$ cat src/rtl/adder_nibble_seq_ctrl_pkg.sv
// Shared definitions for the nibble-serial add/subtract unit:
// FSM state encoding, operation encoding and the signed-overflow rule.
package adder_nibble_seq_ctrl_pkg;

  typedef enum logic [1:0] {
    ST_IDLE = 2'd0,
    ST_RUN  = 2'd1,
    ST_DONE = 2'd2
  } state_t;

  localparam logic OP_ADD = 1'b0;
  localparam logic OP_SUB = 1'b1;

  // Two's-complement overflow: same-signed operands whose sum flips sign.
  function automatic logic signed_ovf(input logic a_msb, input logic b_msb, input logic s_msb);
    return (a_msb == b_msb) && (s_msb != a_msb);
  endfunction

endpackage

$ cat src/rtl/adder_nibble_seq_ctrl_if.sv
// Request/result bundle of the nibble-serial adder; bit 0 of a, b and s is the MSB.
interface adder_nibble_seq_ctrl_if #(
  parameter int WORD_WIDTH = 32
);

  logic                  start;
  logic                  op;
  logic [0:WORD_WIDTH-1] a;
  logic [0:WORD_WIDTH-1] b;
  logic                  inC;
  logic                  busy;
  logic                  done;
  logic [0:WORD_WIDTH-1] s;
  logic                  outC;
  logic                  ovl;

  modport master (
    output start, op, a, b, inC,
    input  busy, done, s, outC, ovl
  );

  modport slave (
    input  start, op, a, b, inC,
    output busy, done, s, outC, ovl
  );

endinterface

$ cat src/rtl/adder_nibble_seq_ctrl_cla4.sv
// 4-bit carry-lookahead slice, reused once per nibble by the serial controller.
module Adder_CLA_4bit (
  input  logic [3:0] a,
  input  logic [3:0] b,
  input  logic       inC,
  output logic [3:0] s,
  output logic       outC
);

  logic [3:0] g;
  logic [3:0] p;
  logic [4:0] c;

  assign g = a & b;
  assign p = a ^ b;

  // Every carry is expanded directly from generate/propagate terms.
  assign c[0] = inC;
  assign c[1] = g[0] | (p[0] & inC);
  assign c[2] = g[1] | (p[1] & g[0]) | (p[1] & p[0] & inC);
  assign c[3] = g[2] | (p[2] & g[1]) | (p[2] & p[1] & g[0]) | (p[2] & p[1] & p[0] & inC);
  assign c[4] = g[3] | (p[3] & g[2]) | (p[3] & p[2] & g[1]) | (p[3] & p[2] & p[1] & g[0])
              | (p[3] & p[2] & p[1] & p[0] & inC);

  assign s    = p ^ c[3:0];
  assign outC = c[4];

endmodule

$ cat src/rtl/adder_nibble_seq_ctrl.sv
// Multi-cycle add/subtract: one CLA slice walks the operands a nibble per cycle,
// least significant nibble first, with the carry chained through a register.
module adder_nibble_seq_ctrl
  import adder_nibble_seq_ctrl_pkg::*;
#(
  parameter int WORD_WIDTH = 32
) (
  input  logic                    clk,
  input  logic                    rst,
  adder_nibble_seq_ctrl_if.slave  bus
);

  localparam int NIBBLES = WORD_WIDTH / 4;
  localparam int CW      = $clog2(NIBBLES);

  state_t                state_q;
  state_t                state_d;
  logic [CW-1:0]         count_q;
  logic [0:WORD_WIDTH-1] op_a_q;
  logic [0:WORD_WIDTH-1] op_b_q;
  logic [0:WORD_WIDTH-1] s_q;
  logic                  carry_q;
  logic                  outc_q;
  logic                  ovl_q;

  logic                  accept;
  logic                  last;
  logic [CW-1:0]         nib;
  int                    nib_base;
  logic [3:0]            slice_a;
  logic [3:0]            slice_b;
  logic [3:0]            slice_s;
  logic                  slice_c;

  assign accept = bus.start && ((state_q == ST_IDLE) || (state_q == ST_DONE));
  assign last   = (count_q == CW'(NIBBLES - 1));

  // Nibble k sits at bits [4k:4k+3]; the highest k holds the least significant bits.
  always_comb begin
    nib      = CW'(NIBBLES - 1) - count_q;
    nib_base = 4 * int'(nib);
    slice_a  = op_a_q[nib_base +: 4];
    slice_b  = op_b_q[nib_base +: 4];
  end

  Adder_CLA_4bit u_slice (
    .a    (slice_a),
    .b    (slice_b),
    .inC  (carry_q),
    .s    (slice_s),
    .outC (slice_c)
  );

  always_ff @(posedge clk or posedge rst) begin
    if (rst) state_q <= ST_IDLE;
    else     state_q <= state_d;
  end

  always_comb begin
    state_d = state_q;
    case (state_q)
      ST_IDLE: if (bus.start) state_d = ST_RUN;
      ST_RUN:  if (last)      state_d = ST_DONE;
      ST_DONE: state_d = bus.start ? ST_RUN : ST_IDLE;
      default: state_d = ST_IDLE;
    endcase
  end

  // Subtract is a + ~b + 1, so the inversion and forced carry happen at latch time.
  always_ff @(posedge clk or posedge rst) begin
    if (rst) begin
      count_q <= '0;
      op_a_q  <= '0;
      op_b_q  <= '0;
      s_q     <= '0;
      carry_q <= 1'b0;
      outc_q  <= 1'b0;
      ovl_q   <= 1'b0;
    end else if (accept) begin
      count_q <= '0;
      op_a_q  <= bus.a;
      op_b_q  <= (bus.op == OP_ADD) ? bus.b : ~bus.b;
      carry_q <= (bus.op == OP_SUB) ? 1'b1 : bus.inC;
      s_q     <= '0;
      outc_q  <= 1'b0;
      ovl_q   <= 1'b0;
    end else if (state_q == ST_RUN) begin
      s_q[nib_base +: 4] <= slice_s;
      carry_q            <= slice_c;
      count_q            <= count_q + CW'(1);
      if (last) begin
        outc_q <= slice_c;
        ovl_q  <= signed_ovf(op_a_q[0], op_b_q[0], slice_s[3]);
      end
    end
  end

  assign bus.busy = (state_q == ST_RUN);
  assign bus.done = (state_q == ST_DONE);
  assign bus.s    = s_q;
  assign bus.outC = outc_q;
  assign bus.ovl  = ovl_q;

endmodule
$ cat src/flat_wrapper.sv
// flat-port wrapper written by rule: the top's interface ports become plain ports
module adder_nibble_seq_ctrl_flat import adder_nibble_seq_ctrl_pkg::*;
#(
  parameter int WORD_WIDTH = 32
)
  (clk, rst, bus_start, bus_op, bus_a, bus_b, bus_inC, bus_busy, bus_done, bus_s, bus_outC, bus_ovl);
  adder_nibble_seq_ctrl_if #(.WORD_WIDTH(WORD_WIDTH)) bus_i ();
  input  logic clk;
  input  logic rst;
  input wire logic [$bits(bus_i.start)-1:0] bus_start;
  input wire logic [$bits(bus_i.op)-1:0] bus_op;
  input wire logic [$bits(bus_i.a)-1:0] bus_a;
  input wire logic [$bits(bus_i.b)-1:0] bus_b;
  input wire logic [$bits(bus_i.inC)-1:0] bus_inC;
  output wire logic [$bits(bus_i.busy)-1:0] bus_busy;
  output wire logic [$bits(bus_i.done)-1:0] bus_done;
  output wire logic [$bits(bus_i.s)-1:0] bus_s;
  output wire logic [$bits(bus_i.outC)-1:0] bus_outC;
  output wire logic [$bits(bus_i.ovl)-1:0] bus_ovl;
  assign bus_i.start = bus_start;
  assign bus_i.op = bus_op;
  assign bus_i.a = bus_a;
  assign bus_i.b = bus_b;
  assign bus_i.inC = bus_inC;
  assign bus_busy = bus_i.busy;
  assign bus_done = bus_i.done;
  assign bus_s = bus_i.s;
  assign bus_outC = bus_i.outC;
  assign bus_ovl = bus_i.ovl;
  adder_nibble_seq_ctrl #(.WORD_WIDTH(WORD_WIDTH)) u_core (.clk(clk), .rst(rst), .bus(bus_i));
endmodule
$ cat config.mk
export PLATFORM = sky130hd
export DESIGN_NAME = adder_nibble_seq_ctrl_flat
export DESIGN_NICKNAME = d
export VERILOG_FILES = /design/src/rtl/adder_nibble_seq_ctrl_pkg.sv /design/src/rtl/adder_nibble_seq_ctrl_if.sv /design/src/rtl/adder_nibble_seq_ctrl_cla4.sv /design/src/rtl/adder_nibble_seq_ctrl.sv /design/src/flat_wrapper.sv
export SDC_FILE = /design/constraint.sdc
export NUM_CORES = 1
export LEC_CHECK = 0
export BUFFER_PORTS_ARGS = -buffer_cell sky130_fd_sc_hd__buf_4
export CORE_ASPECT_RATIO = 1.5
export CORE_MARGIN = 10
export CORE_UTILIZATION = 38
export DETAILED_ROUTE_END_ITERATION = 16
export HOLD_SLACK_MARGIN = 0.06
export PLACE_DENSITY_LB_ADDON = 0.3
export RECOVER_POWER = 25
export SYNTH_ARGS = -nofsm -noshare
export SYNTH_HDL_FRONTEND = slang
export SYNTH_SLANG_ARGS = --single-unit
$ cat constraint.sdc
create_clock -name clk -period 5.79 [get_ports clk]
set_clock_uncertainty 0.1 [all_clocks]
set_input_delay 1.158 -clock clk [delete_from_list [all_inputs] [get_ports clk]]
set_output_delay 1.158 -clock clk [all_outputs]
set_load 0.005 [all_outputs]
==> results.txt <==
----------------------------------------------------
[Die]
  Placement row count ... 50
  Area inside the core boundary ... 12570 µm²
  DIE AREA ... 17970 µm²
  I/O pin count ... 105
  Effective utilization at floorplan ... 39.06%
  Die outline width ... 112.8 µm
  Die Ht ... 159.3 µm

[Placed design]
  Weighted congestion at the end of routability-driven global placement ... 0.8097
  Total instance count after detailed placement ... 723
  HPWL after DPL ... 9743 µm
  Post-placement worst setup slack ... 2.794 ns
  Count of input and output buffers ... 104

[Yosys]
  Flip-flop and latch count after synthesis ... 104
  Sequential fraction of the synthesis area ... 52.98%
  Adder-Cell Fraction of Synth Area ... 3.209%
  Cell types occupying the most area after synthesis ... sky130_fd_sc_hd__dfrtp_1 53%, sky130_fd_sc_hd__nand2_1 13%, sky130_fd_sc_hd__mux4_2 7.3%, sky130_fd_sc_hd__xnor2_1 6.1%, sky130_fd_sc_hd__a22o_1 4.3%
  Gate Count Post-Synth ... 486
  Unique cell type count in the Yosys netlist ... 31
  Dominant cell type by area after synthesis ... sky130_fd_sc_hd__dfrtp_1
  Combinational family with the most area after synthesis ... simple AND/OR/NAND/NOR gates
  Synth top area share ... 52.98%
  Netlist area before placement ... 4912 µm²
  Portion of netlist area occupied by mux cells ... 7.336%
  Post-synthesis xor/xnor area fraction ... 6.419%
  Synth Area in Simple Gates ... 16.10%
  Warnings, synthesis ... 0
  Compound-gate portion of the synthesized area ... 11.03%
  Average cell area after synthesis ... 10.11 µm²
  Synthesized Nets ... 567

[STA]
  Final critical delay including setup and external delays ... 3.108 ns
  Total Neg Setup Slack ... 0 ns
  RSZ-0062 raised after global routing ... no
  Number of max-slew violations in the final report ... 85
  Final setup violation count ... 0
  Share of the cycle needed by the critical path after routing ... 53.68%
  Relative slew slack ... -43.02%
  Slew at the pin closest to its max-slew limit ... 2.134 ns
  Least setup slack across all paths after layout ... 2.682 ns
  Number of failing hold endpoints at the final stage ... 0
  Maximum frequency from static timing analysis ... 321.8 MHz

[Worst setup path]
  Worst Setup Path Type ... in2reg
  Max FO, Critical Path ... 33
  Critical Path AT ... 3.27 ns
  Worst-case reg-to-reg path depth ... 8
  Worst Setup Start Kind ... primary input
  Required arrival time at the worst endpoint ... 5.95 ns
  Endpoint type of the worst setup path ... flip-flop

[Flow run]
  Maximum capacitance violations ... 2

[Detailed routing]
  Max layer used ... met4
  Length of routed met2 wiring ... 6568 µm
  Total wire length ... 12530 µm
  Met3 Wirelength ... 666 µm
  Antenna-violating nets left ... 0
  1st-pass router iterations ... 4
  Routed metal-1 wirelength ... 5168 µm
  Initial detailed-routing violation count ... 138
  Vias per cell ... 5.050
  Vias ... 3732
  Detailed-route DRC error count ... 0
  Detailed-route wire length per cell ... 16.95 µm

[Final layout]
  Antenna Cells ... 0
  Share of final-layout standard cells stronger than drive strength 1 ... 23.50%
  Final-stage net count ... 659
  Final Instance Count excl. Fillers ... 739
  Area Overhead vs Synth ... 23.41%
  Seq. cell area ... 2603 µm²
  Multi-input gate area in the final layout ... 2172 µm²
  Fill cell count ... 1185

[Power and ir drop]
  Pwr per Cell Area ... 569.7 nW/µm²
  Peak VDD IR ... 271.2 µV
  Total power of the final layout ... 3453 µW
  Leakage power of the design ... 0.002966 µW

[Hold path]
  HP Class ... reg2reg
  Depth of the worst hold-timing path ... 2

[CTS]
  Sink count of the clock tree ... 104
  Post-cts sizing count ... 0
  CTS Hold Buffers Added ... 0
  Clock buffers created by TritonCTS ... 9
  Post CTS Setup Buffer Count ... 0
  Clock transition at the registers of the reported paths ... 0.07 ns
  Clk Tree Root Cell ... sky130_fd_sc_hd__clkbuf_16
  Clock network latency to the later pin of the worst-skew pair ... 0.35 ns
  H-Tree Level Count ... 3
  TritonCTS clock tree ... yes
  Clock buffer depth ... 2

[Global route]
  Largest net degree at the start of global routing ... 86
  Overflow left after global routing ... 0
  Global-route wire length before repair ... 20830 µm
  Number of global-route vias before repair ... 4004
  Antenna violations before repair ... 0
  Total global routing track utilization ... 14.13%

[Outcome]
  Status ... complete, but fails checks
  Failing checks ... max-capacitance violations, max-slew violations

----------------------------------------------------
[placed cells by master (no fill, tap or decap)]
cell type                    synthesis  final
sky130_fd_sc_hd__a21oi_1            11     11
sky130_fd_sc_hd__fa_1                1      1
sky130_fd_sc_hd__a22o_1             24     24
sky130_fd_sc_hd__a21o_1              1      1
sky130_fd_sc_hd__xnor2_1            34     34
sky130_fd_sc_hd__o21a_1              1      1
sky130_fd_sc_hd__nand2b_2            0      1
sky130_fd_sc_hd__dfrtp_1           104    104
sky130_fd_sc_hd__nor2_1             11     11
sky130_fd_sc_hd__ha_1               11     11
sky130_fd_sc_hd__clkbuf_4            0      4
sky130_fd_sc_hd__nor2b_1             3      2
sky130_fd_sc_hd__clkinv_4            0      5
sky130_fd_sc_hd__or3_1               2      2
sky130_fd_sc_hd__clkinvlp_2          0      1
sky130_fd_sc_hd__inv_8               0      1
sky130_fd_sc_hd__o21ai_0            35     36
sky130_fd_sc_hd__o311ai_1            1      1
sky130_fd_sc_hd__o31ai_1             1      1
sky130_fd_sc_hd__nor3_2              1      1
sky130_fd_sc_hd__nor2b_4             0      1
sky130_fd_sc_hd__nor3_1              2      2
sky130_fd_sc_hd__clkbuf_16           0      9
sky130_fd_sc_hd__a211oi_1            1      1
sky130_fd_sc_hd__nand3b_1            0      1
sky130_fd_sc_hd__nand3_1             8      8
sky130_fd_sc_hd__inv_1               6      5
sky130_fd_sc_hd__buf_4               1     97
sky130_fd_sc_hd__mux4_2             16     16
sky130_fd_sc_hd__o211ai_1            1      1
sky130_fd_sc_hd__xor2_1              2      2
sky130_fd_sc_hd__nand2b_1            2      1
sky130_fd_sc_hd__or4_1               1      1
sky130_fd_sc_hd__o21ai_1            11     10
sky130_fd_sc_hd__clkbuf_1           12      7
sky130_fd_sc_hd__nand2_1           167    167
sky130_fd_sc_hd__inv_2               1      1
[cell usage after synthesis]
master	number
sky130_fd_sc_hd__a211oi_1	1
sky130_fd_sc_hd__a21o_1	1
sky130_fd_sc_hd__a21oi_1	11
sky130_fd_sc_hd__a22o_1	24
sky130_fd_sc_hd__buf_2	13
sky130_fd_sc_hd__buf_4	1
sky130_fd_sc_hd__clkbuf_1	12
sky130_fd_sc_hd__dfrtp_1	104
sky130_fd_sc_hd__fa_1	1
sky130_fd_sc_hd__ha_1	11
sky130_fd_sc_hd__inv_1	6
sky130_fd_sc_hd__inv_2	1
sky130_fd_sc_hd__mux4_2	16
sky130_fd_sc_hd__nand2_1	167
sky130_fd_sc_hd__nand2b_1	2
sky130_fd_sc_hd__nand3_1	8
sky130_fd_sc_hd__nand3b_2	1
sky130_fd_sc_hd__nor2_1	11
sky130_fd_sc_hd__nor2b_1	3
sky130_fd_sc_hd__nor3_1	2
sky130_fd_sc_hd__nor3_2	1
sky130_fd_sc_hd__o211ai_1	1
sky130_fd_sc_hd__o21a_1	1
sky130_fd_sc_hd__o21ai_0	35
sky130_fd_sc_hd__o21ai_1	11
sky130_fd_sc_hd__o311ai_1	1
sky130_fd_sc_hd__o31ai_1	1
sky130_fd_sc_hd__or3_1	2
sky130_fd_sc_hd__or4_1	1
sky130_fd_sc_hd__xnor2_1	34
sky130_fd_sc_hd__xor2_1	2
[worst max-delay path: stages]
cell and delay, ns:
sky130_fd_sc_hd__clkbuf_1 1.42, sky130_fd_sc_hd__o21ai_0 0.47, sky130_fd_sc_hd__o211ai_1 0.22
[logic make-up (layout without fill, tap and decap cells)]
kind of cell,count (synthesis),in the layout
compound gates,87,87
xor+xnor,36,36
fa+ha+maj,12,12
buf+inv,33,130
flops,104,104
mux,16,16
simple gates,198,198
[state kept, by name (all words and copies together) (netlist names)]
signal and cells:
u_core.state_q 2, u_core.op_a_q 32, u_core.carry_q 1, u_core.op_b_q 32
u_core.bus.s 32, u_core.bus.ovl 1, u_core.bus.outC 1, u_core.count_q 3
[layout make-up]
| class | count | area share [%] |
|---|---|---|
| multi-input combinational | 349 | 35.83 |
| clock inverter | 6 | 0.9082 |
| sequential | 104 | 42.93 |
| tap | 156 | 3.220 |
| inverter | 7 | 0.4541 |
| timing repair buffer | 107 | 12.88 |
| clock buffer | 10 | 3.777 |
[stage by stage]
stage                     cell area, µm²  hold WS (ns)  utilization [%]
after global routing                6062        0.4082            48.21
after global placement              5806        0.3577            46.17
after detailed placement            5806        0.3670            46.17
after floorplan                     4912        0.3403                -
after CTS                           6090        0.3826            48.43
final                               6062        0.3765            48.21
[routing by layer]
metal | GRT usage [%] | up-vias
met5 | 0 | -
met4 | 5.324 | 0
met3 | 2.863 | 9
met2 | 24.14 | 109
met1 | 16.86 | 1794
li1 | - | 1820
[where the power goes]
part | switching, µW | internal (µW)
clock | 276 | 299
combinational | 937 | 689
sequential | 228 | 1030
[path summary, 6_finish.rpt]
check	end	slack (ns)	start
min	u_core.op_b_q[17]	0.38	u_core.op_b_q[17]
min reg2reg	u_core.op_b_q[17]	0.38	u_core.op_b_q[17]
max in group asynchronous	u_core.op_b_q[20]	2.86	rst
max	u_core.carry_q	2.68	bus_op
max reg2reg	u_core.bus.ovl	2.79	u_core.count_q[1]
min in group asynchronous	u_core.bus.s[6]	1.27	rst
(Power assumes the default switching activity.)
